--- config.mk ---
export PLATFORM = sky130hd
export DESIGN_NAME = unified_mem_arbiter_flat
export DESIGN_NICKNAME = d
export VERILOG_FILES = /design/src/rtl/unified_mem_arbiter_pkg.sv /design/src/rtl/unified_mem_arbiter_if.sv /design/src/rtl/unified_mem_arbiter_rr_arb2.sv /design/src/rtl/unified_mem_arbiter.sv /design/src/flat_wrapper.sv
export SDC_FILE = /design/constraint.sdc
export NUM_CORES = 1
export LEC_CHECK = 0
export ABC_AREA = 1
export BUFFER_PORTS_ARGS = -buffer_cell sky130_fd_sc_hd__buf_4
export CORE_MARGIN = 2
export CORE_UTILIZATION = 30
export CTS_BUF_LIST = sky130_fd_sc_hd__clkbuf_8
export CTS_CLUSTER_DIAMETER = 40
export CTS_CLUSTER_SIZE = 10
export DETAILED_ROUTE_END_ITERATION = 6
export PLACE_DENSITY = 0.59
export SETUP_SLACK_MARGIN = 0.02
export SYNTH_ARGS = -nofsm -noshare
export SYNTH_HDL_FRONTEND = slang
export SYNTH_SLANG_ARGS = --single-unit
--- constraint.sdc ---
create_clock -name i_clk -period 1.85 [get_ports i_clk]
set_input_delay 0.185 -clock i_clk [delete_from_list [all_inputs] [get_ports i_clk]]
set_output_delay 0.185 -clock i_clk [all_outputs]
set_load 0.05 [all_outputs]
--- src/rtl/unified_mem_arbiter_pkg.sv ---
// Shared definitions for the unified memory arbiter: widths, RV32I func3 codes, grant encoding.
package mem_pkg;

  localparam int unsigned ADDR_W = 8;
  localparam int unsigned DATA_W = 32;

  localparam logic [2:0] F3_B  = 3'b000;
  localparam logic [2:0] F3_H  = 3'b001;
  localparam logic [2:0] F3_W  = 3'b010;
  localparam logic [2:0] F3_BU = 3'b100;
  localparam logic [2:0] F3_HU = 3'b101;

  typedef enum logic {
    GNT_IF  = 1'b0,
    GNT_MEM = 1'b1
  } grant_e;

  // Halfwords must be 2-byte aligned and words 4-byte aligned; bytes never trap.
  function automatic logic is_misaligned(input logic [2:0] func3, input logic [1:0] addr_lo);
    logic mis;
    mis = 1'b0;
    case (func3)
      F3_H, F3_HU: mis = addr_lo[0];
      F3_W:        mis = (addr_lo != 2'b00);
      default:     mis = 1'b0;
    endcase
    return mis;
  endfunction

endpackage

--- src/rtl/unified_mem_arbiter_if.sv ---
// Requester and memory-port signals of the unified memory arbiter.
// slave = arbiter side, master = pipeline/memory side.
interface unified_mem_arbiter_if #(
  parameter int unsigned ADDR_W = mem_pkg::ADDR_W,
  parameter int unsigned DATA_W = mem_pkg::DATA_W
);
  import mem_pkg::*;

  logic              if_req;
  logic [ADDR_W-1:0] if_addr;
  logic              if_gnt;
  logic              if_rvalid;
  logic [DATA_W-1:0] if_rdata;

  logic              d_req;
  logic              d_we;
  logic [2:0]        d_func3;
  logic [ADDR_W-1:0] d_addr;
  logic [DATA_W-1:0] d_wdata;
  logic              d_gnt;
  logic              d_rvalid;
  logic [DATA_W-1:0] d_rdata;
  logic              d_misalign;

  logic              m_read;
  logic              m_write;
  logic [2:0]        m_func3;
  logic [ADDR_W-1:0] m_addr;
  logic [DATA_W-1:0] m_wdata;
  logic [DATA_W-1:0] m_rdata;

  modport slave (
    input  if_req, if_addr,
    output if_gnt, if_rvalid, if_rdata,
    input  d_req, d_we, d_func3, d_addr, d_wdata,
    output d_gnt, d_rvalid, d_rdata, d_misalign,
    output m_read, m_write, m_func3, m_addr, m_wdata,
    input  m_rdata
  );

  modport master (
    output if_req, if_addr,
    input  if_gnt, if_rvalid, if_rdata,
    output d_req, d_we, d_func3, d_addr, d_wdata,
    input  d_gnt, d_rvalid, d_rdata, d_misalign,
    input  m_read, m_write, m_func3, m_addr, m_wdata,
    output m_rdata
  );

endinterface

--- src/rtl/unified_mem_arbiter_rr_arb2.sv ---
// Two-way round-robin arbiter between instruction fetch and data stage.
// Holds the most recent winner; idle cycles leave it unchanged.
module rr_arb2
  import mem_pkg::*;
(
  input  logic i_clk,
  input  logic i_rst_n,
  input  logic i_req_if,
  input  logic i_req_mem,
  output logic o_gnt_if,
  output logic o_gnt_mem
);

  grant_e r_last_grant;
  grant_e w_last_grant_d;

  always_comb begin
    o_gnt_if  = 1'b0;
    o_gnt_mem = 1'b0;
    if (i_req_if && i_req_mem) begin
      if (r_last_grant == GNT_IF) o_gnt_mem = 1'b1;
      else                        o_gnt_if  = 1'b1;
    end else if (i_req_if) begin
      o_gnt_if = 1'b1;
    end else if (i_req_mem) begin
      o_gnt_mem = 1'b1;
    end
  end

  always_comb begin
    w_last_grant_d = r_last_grant;
    if (o_gnt_if)  w_last_grant_d = GNT_IF;
    if (o_gnt_mem) w_last_grant_d = GNT_MEM;
  end

  // Resetting to IF makes the first contention go to MEM.
  always_ff @(posedge i_clk) begin
    if (!i_rst_n) r_last_grant <= GNT_IF;
    else          r_last_grant <= w_last_grant_d;
  end

endmodule

--- src/rtl/unified_mem_arbiter.sv ---
// Shares the single-ported unified I/D memory between IF and MEM stages, one access per cycle.
// Optional build macro: MISALIGN_TRAP_EN (misaligned data accesses are suppressed and flagged).
module unified_mem_arbiter
  import mem_pkg::*;
#(
  parameter int unsigned ADDR_W = mem_pkg::ADDR_W,
  parameter int unsigned DATA_W = mem_pkg::DATA_W
) (
  input logic                    i_clk,
  input logic                    i_rst_n,
  unified_mem_arbiter_if.slave   io_bus
);

  logic              w_if_gnt;
  logic              w_d_gnt;
  logic              w_misalign;

  logic              r_if_rvalid;
  logic [DATA_W-1:0] r_if_rdata;
  logic              r_d_rvalid;
  logic [DATA_W-1:0] r_d_rdata;
  logic              r_d_misalign;

  rr_arb2 u_rr_arb2 (
    .i_clk     (i_clk),
    .i_rst_n   (i_rst_n),
    .i_req_if  (io_bus.if_req),
    .i_req_mem (io_bus.d_req),
    .o_gnt_if  (w_if_gnt),
    .o_gnt_mem (w_d_gnt)
  );

`ifdef MISALIGN_TRAP_EN
  assign w_misalign = io_bus.d_req & is_misaligned(io_bus.d_func3, io_bus.d_addr[1:0]);
`else
  assign w_misalign = 1'b0;
`endif

  assign io_bus.if_gnt = w_if_gnt;
  assign io_bus.d_gnt  = w_d_gnt;

  always_comb begin
    io_bus.m_read  = 1'b0;
    io_bus.m_write = 1'b0;
    io_bus.m_func3 = 3'b000;
    io_bus.m_addr  = '0;
    io_bus.m_wdata = '0;
    if (w_if_gnt) begin
      io_bus.m_read  = 1'b1;
      io_bus.m_func3 = F3_W;
      io_bus.m_addr  = io_bus.if_addr;
    end else if (w_d_gnt && !w_misalign) begin
      io_bus.m_read  = ~io_bus.d_we;
      io_bus.m_write = io_bus.d_we;
      io_bus.m_func3 = io_bus.d_func3;
      io_bus.m_addr  = io_bus.d_addr;
      io_bus.m_wdata = io_bus.d_wdata;
    end
    // A grant issued while reset is asserted must not touch memory.
    if (!i_rst_n) begin
      io_bus.m_read  = 1'b0;
      io_bus.m_write = 1'b0;
    end
  end

  always_ff @(posedge i_clk) begin
    if (!i_rst_n) begin
      r_if_rvalid  <= 1'b0;
      r_if_rdata   <= '0;
      r_d_rvalid   <= 1'b0;
      r_d_rdata    <= '0;
      r_d_misalign <= 1'b0;
    end else begin
      r_if_rvalid  <= w_if_gnt;
      r_d_rvalid   <= w_d_gnt;
      r_d_misalign <= w_d_gnt & w_misalign;
      if (w_if_gnt) r_if_rdata <= io_bus.m_rdata;
      // Stores and trapped accesses return zero; rdata otherwise holds between responses.
      if (w_d_gnt)  r_d_rdata  <= (io_bus.d_we || w_misalign) ? '0 : io_bus.m_rdata;
    end
  end

  assign io_bus.if_rvalid  = r_if_rvalid;
  assign io_bus.if_rdata   = r_if_rdata;
  assign io_bus.d_rvalid   = r_d_rvalid;
  assign io_bus.d_rdata    = r_d_rdata;
  assign io_bus.d_misalign = r_d_misalign;

endmodule
--- src/flat_wrapper.sv ---
// flat-port wrapper written by rule: the top's interface ports become plain ports
module unified_mem_arbiter_flat import mem_pkg::*;
#(
  parameter int unsigned ADDR_W = mem_pkg::ADDR_W,
  parameter int unsigned DATA_W = mem_pkg::DATA_W
)
  (i_clk, i_rst_n, io_bus_if_req, io_bus_if_addr, io_bus_if_gnt, io_bus_if_rvalid, io_bus_if_rdata, io_bus_d_req, io_bus_d_we, io_bus_d_func3, io_bus_d_addr, io_bus_d_wdata, io_bus_d_gnt, io_bus_d_rvalid, io_bus_d_rdata, io_bus_d_misalign, io_bus_m_read, io_bus_m_write, io_bus_m_func3, io_bus_m_addr, io_bus_m_wdata, io_bus_m_rdata);
  unified_mem_arbiter_if #(.ADDR_W(ADDR_W), .DATA_W(DATA_W)) io_bus_i ();
  input logic i_clk;
  input logic i_rst_n;
  input wire logic [$bits(io_bus_i.if_req)-1:0] io_bus_if_req;
  input wire logic [$bits(io_bus_i.if_addr)-1:0] io_bus_if_addr;
  output wire logic [$bits(io_bus_i.if_gnt)-1:0] io_bus_if_gnt;
  output wire logic [$bits(io_bus_i.if_rvalid)-1:0] io_bus_if_rvalid;
  output wire logic [$bits(io_bus_i.if_rdata)-1:0] io_bus_if_rdata;
  input wire logic [$bits(io_bus_i.d_req)-1:0] io_bus_d_req;
  input wire logic [$bits(io_bus_i.d_we)-1:0] io_bus_d_we;
  input wire logic [$bits(io_bus_i.d_func3)-1:0] io_bus_d_func3;
  input wire logic [$bits(io_bus_i.d_addr)-1:0] io_bus_d_addr;
  input wire logic [$bits(io_bus_i.d_wdata)-1:0] io_bus_d_wdata;
  output wire logic [$bits(io_bus_i.d_gnt)-1:0] io_bus_d_gnt;
  output wire logic [$bits(io_bus_i.d_rvalid)-1:0] io_bus_d_rvalid;
  output wire logic [$bits(io_bus_i.d_rdata)-1:0] io_bus_d_rdata;
  output wire logic [$bits(io_bus_i.d_misalign)-1:0] io_bus_d_misalign;
  output wire logic [$bits(io_bus_i.m_read)-1:0] io_bus_m_read;
  output wire logic [$bits(io_bus_i.m_write)-1:0] io_bus_m_write;
  output wire logic [$bits(io_bus_i.m_func3)-1:0] io_bus_m_func3;
  output wire logic [$bits(io_bus_i.m_addr)-1:0] io_bus_m_addr;
  output wire logic [$bits(io_bus_i.m_wdata)-1:0] io_bus_m_wdata;
  input wire logic [$bits(io_bus_i.m_rdata)-1:0] io_bus_m_rdata;
  assign io_bus_i.if_req = io_bus_if_req;
  assign io_bus_i.if_addr = io_bus_if_addr;
  assign io_bus_if_gnt = io_bus_i.if_gnt;
  assign io_bus_if_rvalid = io_bus_i.if_rvalid;
  assign io_bus_if_rdata = io_bus_i.if_rdata;
  assign io_bus_i.d_req = io_bus_d_req;
  assign io_bus_i.d_we = io_bus_d_we;
  assign io_bus_i.d_func3 = io_bus_d_func3;
  assign io_bus_i.d_addr = io_bus_d_addr;
  assign io_bus_i.d_wdata = io_bus_d_wdata;
  assign io_bus_d_gnt = io_bus_i.d_gnt;
  assign io_bus_d_rvalid = io_bus_i.d_rvalid;
  assign io_bus_d_rdata = io_bus_i.d_rdata;
  assign io_bus_d_misalign = io_bus_i.d_misalign;
  assign io_bus_m_read = io_bus_i.m_read;
  assign io_bus_m_write = io_bus_i.m_write;
  assign io_bus_m_func3 = io_bus_i.m_func3;
  assign io_bus_m_addr = io_bus_i.m_addr;
  assign io_bus_m_wdata = io_bus_i.m_wdata;
  assign io_bus_i.m_rdata = io_bus_m_rdata;
  unified_mem_arbiter #(.ADDR_W(ADDR_W), .DATA_W(DATA_W)) u_core (.i_clk(i_clk), .i_rst_n(i_rst_n), .io_bus(io_bus_i));
endmodule
==> results.cfg <==
[run_status]
outcome = completed

[setup_path]
cp_cell_sequence = nand2_1 -> nand2_2 -> buf_12 -> inv_2 -> nand2_1 -> nand2_1 -> buf_4
r2r.worst_path.cells = 7
criticalPathCategory = reg2out
critical_path_s_most_frequent_cell = sky130_fd_sc_hd__nand2_1
worstPathBufferInverterCount = 3
ff2ff_setup_slack_ns = 0.56
timing.critical_path.fanout_max = 14
setup.worst_path.start_class = flip-flop
endpoint_kind = output pin
slowest_delay_ns = 0.36
arrival_ns = 1.53
cp_top_family = buffers and inverters
critical_path.reg2reg.endpoint = u_core.io_bus.d_rdata[29]
critPathSlowestCell = sky130_fd_sc_hd__dfxtp_1
regToRegStartpoint = u_core.u_rr_arb2.r_last_grant
cp_data_required_time_ns = 1.66

[sta]
fin_crit_ns = 1.72
fin_crit_sh = 0.929
setup_viol_count_final = 0
setup-tns-final_ns = 0
finClkSkew_ns = 0.0170
timing.fmax_mhz = 582
hold_viol = 0
rsz0062_at_grt = true
timing_max_transition_violations_final = 0

[die]
floorplan.core_area_sq_mm = 0.0103
ios = 202
die_width_um = 107
dieArea_sq_mm = 0.0115
die-height_um = 107
floorplan.initialDensity = 0.310
std_cell_rows = 37

[clock_network]
cts_sinks = 67
number_of_cts_inserted_buffers = 9
clock_tree.buffer_depth = 2
cts_tree = yes
postCtsSetupRepairBufs = 0
cts-htree-levels = 3
cts.root.buffer_cell = sky130_fd_sc_hd__clkbuf_8
source_to_sink_clock_delay_at_the_later_pin_of_the_worst_skew_pair_ns = 0.34
clk_pin_slew_worst_paths_ns = 0.09

[logic_synthesis]
synth.avg_cell_area_sq_um = 6.36
yosysUniqueCellTypes = 18
syn_inst = 503
yosysSeqAreaShare = 0.419
yosys-top-cells-area = sky130_fd_sc_hd__dfxtp_1, sky130_fd_sc_hd__nand2_1, sky130_fd_sc_hd__nor2_1, sky130_fd_sc_hd__nand3_1, sky130_fd_sc_hd__inv_1
synth_top_cell_by_area = sky130_fd_sc_hd__dfxtp_1
ys_seq_elements = 67
synth-warning-count = 0
synth_top_cell_area_share = 0.419
synth_fp_nets = 591
syn-cell-area_sq_mm = 0.00320

[finish]
drive_above_1_share = 0.334
insertedDiodeCount = 0
final-seq-area_sq_mm = 0.00134
fin_nets = 777
postLayoutCellArea_sq_mm = 0.00501
synthToLayoutAreaGrowth_pct = 56.5
number_of_fill_cells = 1056
multiInputGateArea_sq_mm = 0.00137

[global_routing]
grt_max_degree = 54
track_usage = 0.177
first_global_vias = 3444
grt_first_pass_wirelength_um = 16300
sum_of_overflow_across_all_layers_after_global_routing = 0
number_of_antenna_violations_at_the_first_check_in_global_routing = 0

[power_and_ir_drop]
power_switching_share = 0.362
switchingPower_mw = 1.55
clock_power_share = 0.314
p_leak_nw = 2.88
intPower_mw = 2.73
power-per-cell-area_mw_per_mm2 = 855
pwr-share-seq = 0.369
worst_ir_drop_vdd_mv = 0.468
combinationalPowerShare = 0.317

[route]
finalWirelength_um = 10900
via_count = 3626
vias_per_cell = 4.37
postRouteAntennaNets = 0
first_iter_violations = 164
drcViolationCount = 0
avgRoutedWirePerCell_um = 13.1
detail_route.first_pass.iterations = 4

[hold_path]
holdPathEnd = u_core.io_bus.if_rdata[21]
hold_class = in2reg
hold-path-cell-count = 5
worstHoldStart = io_bus_m_rdata[21]

[placed_design]
finalWeightedCongestion = 0.758
io_buffer_count = 200
place_hpwl_um = 7760
total_placed_instance_area_sq_mm = 0.00474

[flow_run]
max-cap-violations = 0
## power groups by stage
stage | registers, mW | logic, mW | clock network (mW)
finish | 1.58 | 1.36 | 1.34
global route | 1.59 | 1.45 | 1.45
CTS | 1.58 | 1.35 | 1.39
detailed placement | 1.61 | 1.34 | 0
global placement | 1.61 | 1.34 | 0
floorplan | 1.91 | 0.595 | 0
## worst max path at each step
stage                                  end  cells past startpoint  slack (ns)                     startpoint
final                     io_bus_m_addr[5]                      7        0.13  u_core.u_rr_arb2.r_last_grant
after global routing      io_bus_m_addr[7]                      7       0.007  u_core.u_rr_arb2.r_last_grant
after CTS                 io_bus_m_addr[5]                      7        0.08  u_core.u_rr_arb2.r_last_grant
after detailed placement  io_bus_m_addr[5]                      8        0.33                  io_bus_if_req
after global placement    io_bus_m_addr[0]                      8        0.39                  io_bus_if_req
after floorplan              io_bus_m_read                      6        0.22  u_core.u_rr_arb2.r_last_grant
## state kept, by name, summed over array words and instances (netlist names)
name,flops
u_core.io_bus.d_rdata,32
u_core.io_bus.if_rdata,32
u_core.io_bus.d_rvalid,1
u_core.io_bus.if_rvalid,1
u_core.u_rr_arb2.r_last_grant,1
## what timing repair did
item	in CTS	in global routing
hold buffers	0	0
setup endpoints to repair	0	9
gates resized for setup	0	1
## per-layer routing
layer	part of all wire	GRT usage	wire (um)
met3	0.088	0.0599	963
met4	0.0028	0.0371	31
met2	0.50	0.306	5400
met1	0.41	0.212	4510
met5	0	0	0
## stage by stage
step	utilization	worst slack (ns)	hold slack [ns]	power, mW	std cells
2_1_floorplan	-	0.217	0.364	2.50	503
3_3_place_gp	0.459	0.389	0.455	2.95	812
3_5_place_dp	0.459	0.334	0.464	2.96	812
4_1_cts	0.480	0.0786	0.148	4.32	828
5_1_grt	0.485	0.00745	0.157	4.49	830
6_report	0.485	0.131	0.168	4.28	830
## cell usage in the layout (no fill, tap or decap), drive strengths merged
master / instances
buf: 209
nand2: 129
nor2: 99
inv: 72
dfxtp: 67
nand3: 64
a21oi: 33
clkbuf: 11
clkinv: 3
clkinvlp: 2
bufinv: 2
nor3: 1
o21ai: 1
conb: 1
## worst reg2reg max path, stage by stage (launching register included)
cell and delay (ns):
sky130_fd_sc_hd__dfxtp_1 0.36, sky130_fd_sc_hd__nand2_1 0.07, sky130_fd_sc_hd__nand2_2 0.18, sky130_fd_sc_hd__buf_12 0.18, sky130_fd_sc_hd__nor2_4 0.04, sky130_fd_sc_hd__buf_4 0.21, sky130_fd_sc_hd__nand2_1 0.10, sky130_fd_sc_hd__nand2_1 0.05
## cells in the mapped netlist
cell and count:
sky130_fd_sc_hd__nor2_1 98, sky130_fd_sc_hd__nand3_1 64, sky130_fd_sc_hd__dfxtp_1 67, sky130_fd_sc_hd__clkinv_1 1
sky130_fd_sc_hd__a21oi_1 33, sky130_fd_sc_hd__buf_6 3, sky130_fd_sc_hd__buf_2 16, sky130_fd_sc_hd__nand2_1 128
sky130_fd_sc_hd__buf_4 12, sky130_fd_sc_hd__nand2_2 1, sky130_fd_sc_hd__nor3_1 1, sky130_fd_sc_hd__clkbuf_1 4
sky130_fd_sc_hd__inv_1 70, sky130_fd_sc_hd__o21ai_0 1, sky130_fd_sc_hd__conb_1 1, sky130_fd_sc_hd__buf_1 1
sky130_fd_sc_hd__nor2_4 1, sky130_fd_sc_hd__inv_2 1
## logic make-up after synthesis
group | share of synthesized area
AND/OR/NAND/NOR | 0.372
buffers and inverters | 0.154
flip-flops | 0.419
AO/OA/AOI/OAI | 0.0532
other | 0.00117
## final cells by class
class	count	share of cell area
multi-input combinational	328	0.274
clock buffer	9	0.0247
tap	136	0.0340
inverter	72	0.0547
sequential	67	0.268
timing repair buffer	211	0.326
clock inverter	7	0.0187
No activity file was read; power rests on OpenSTA's default activity.
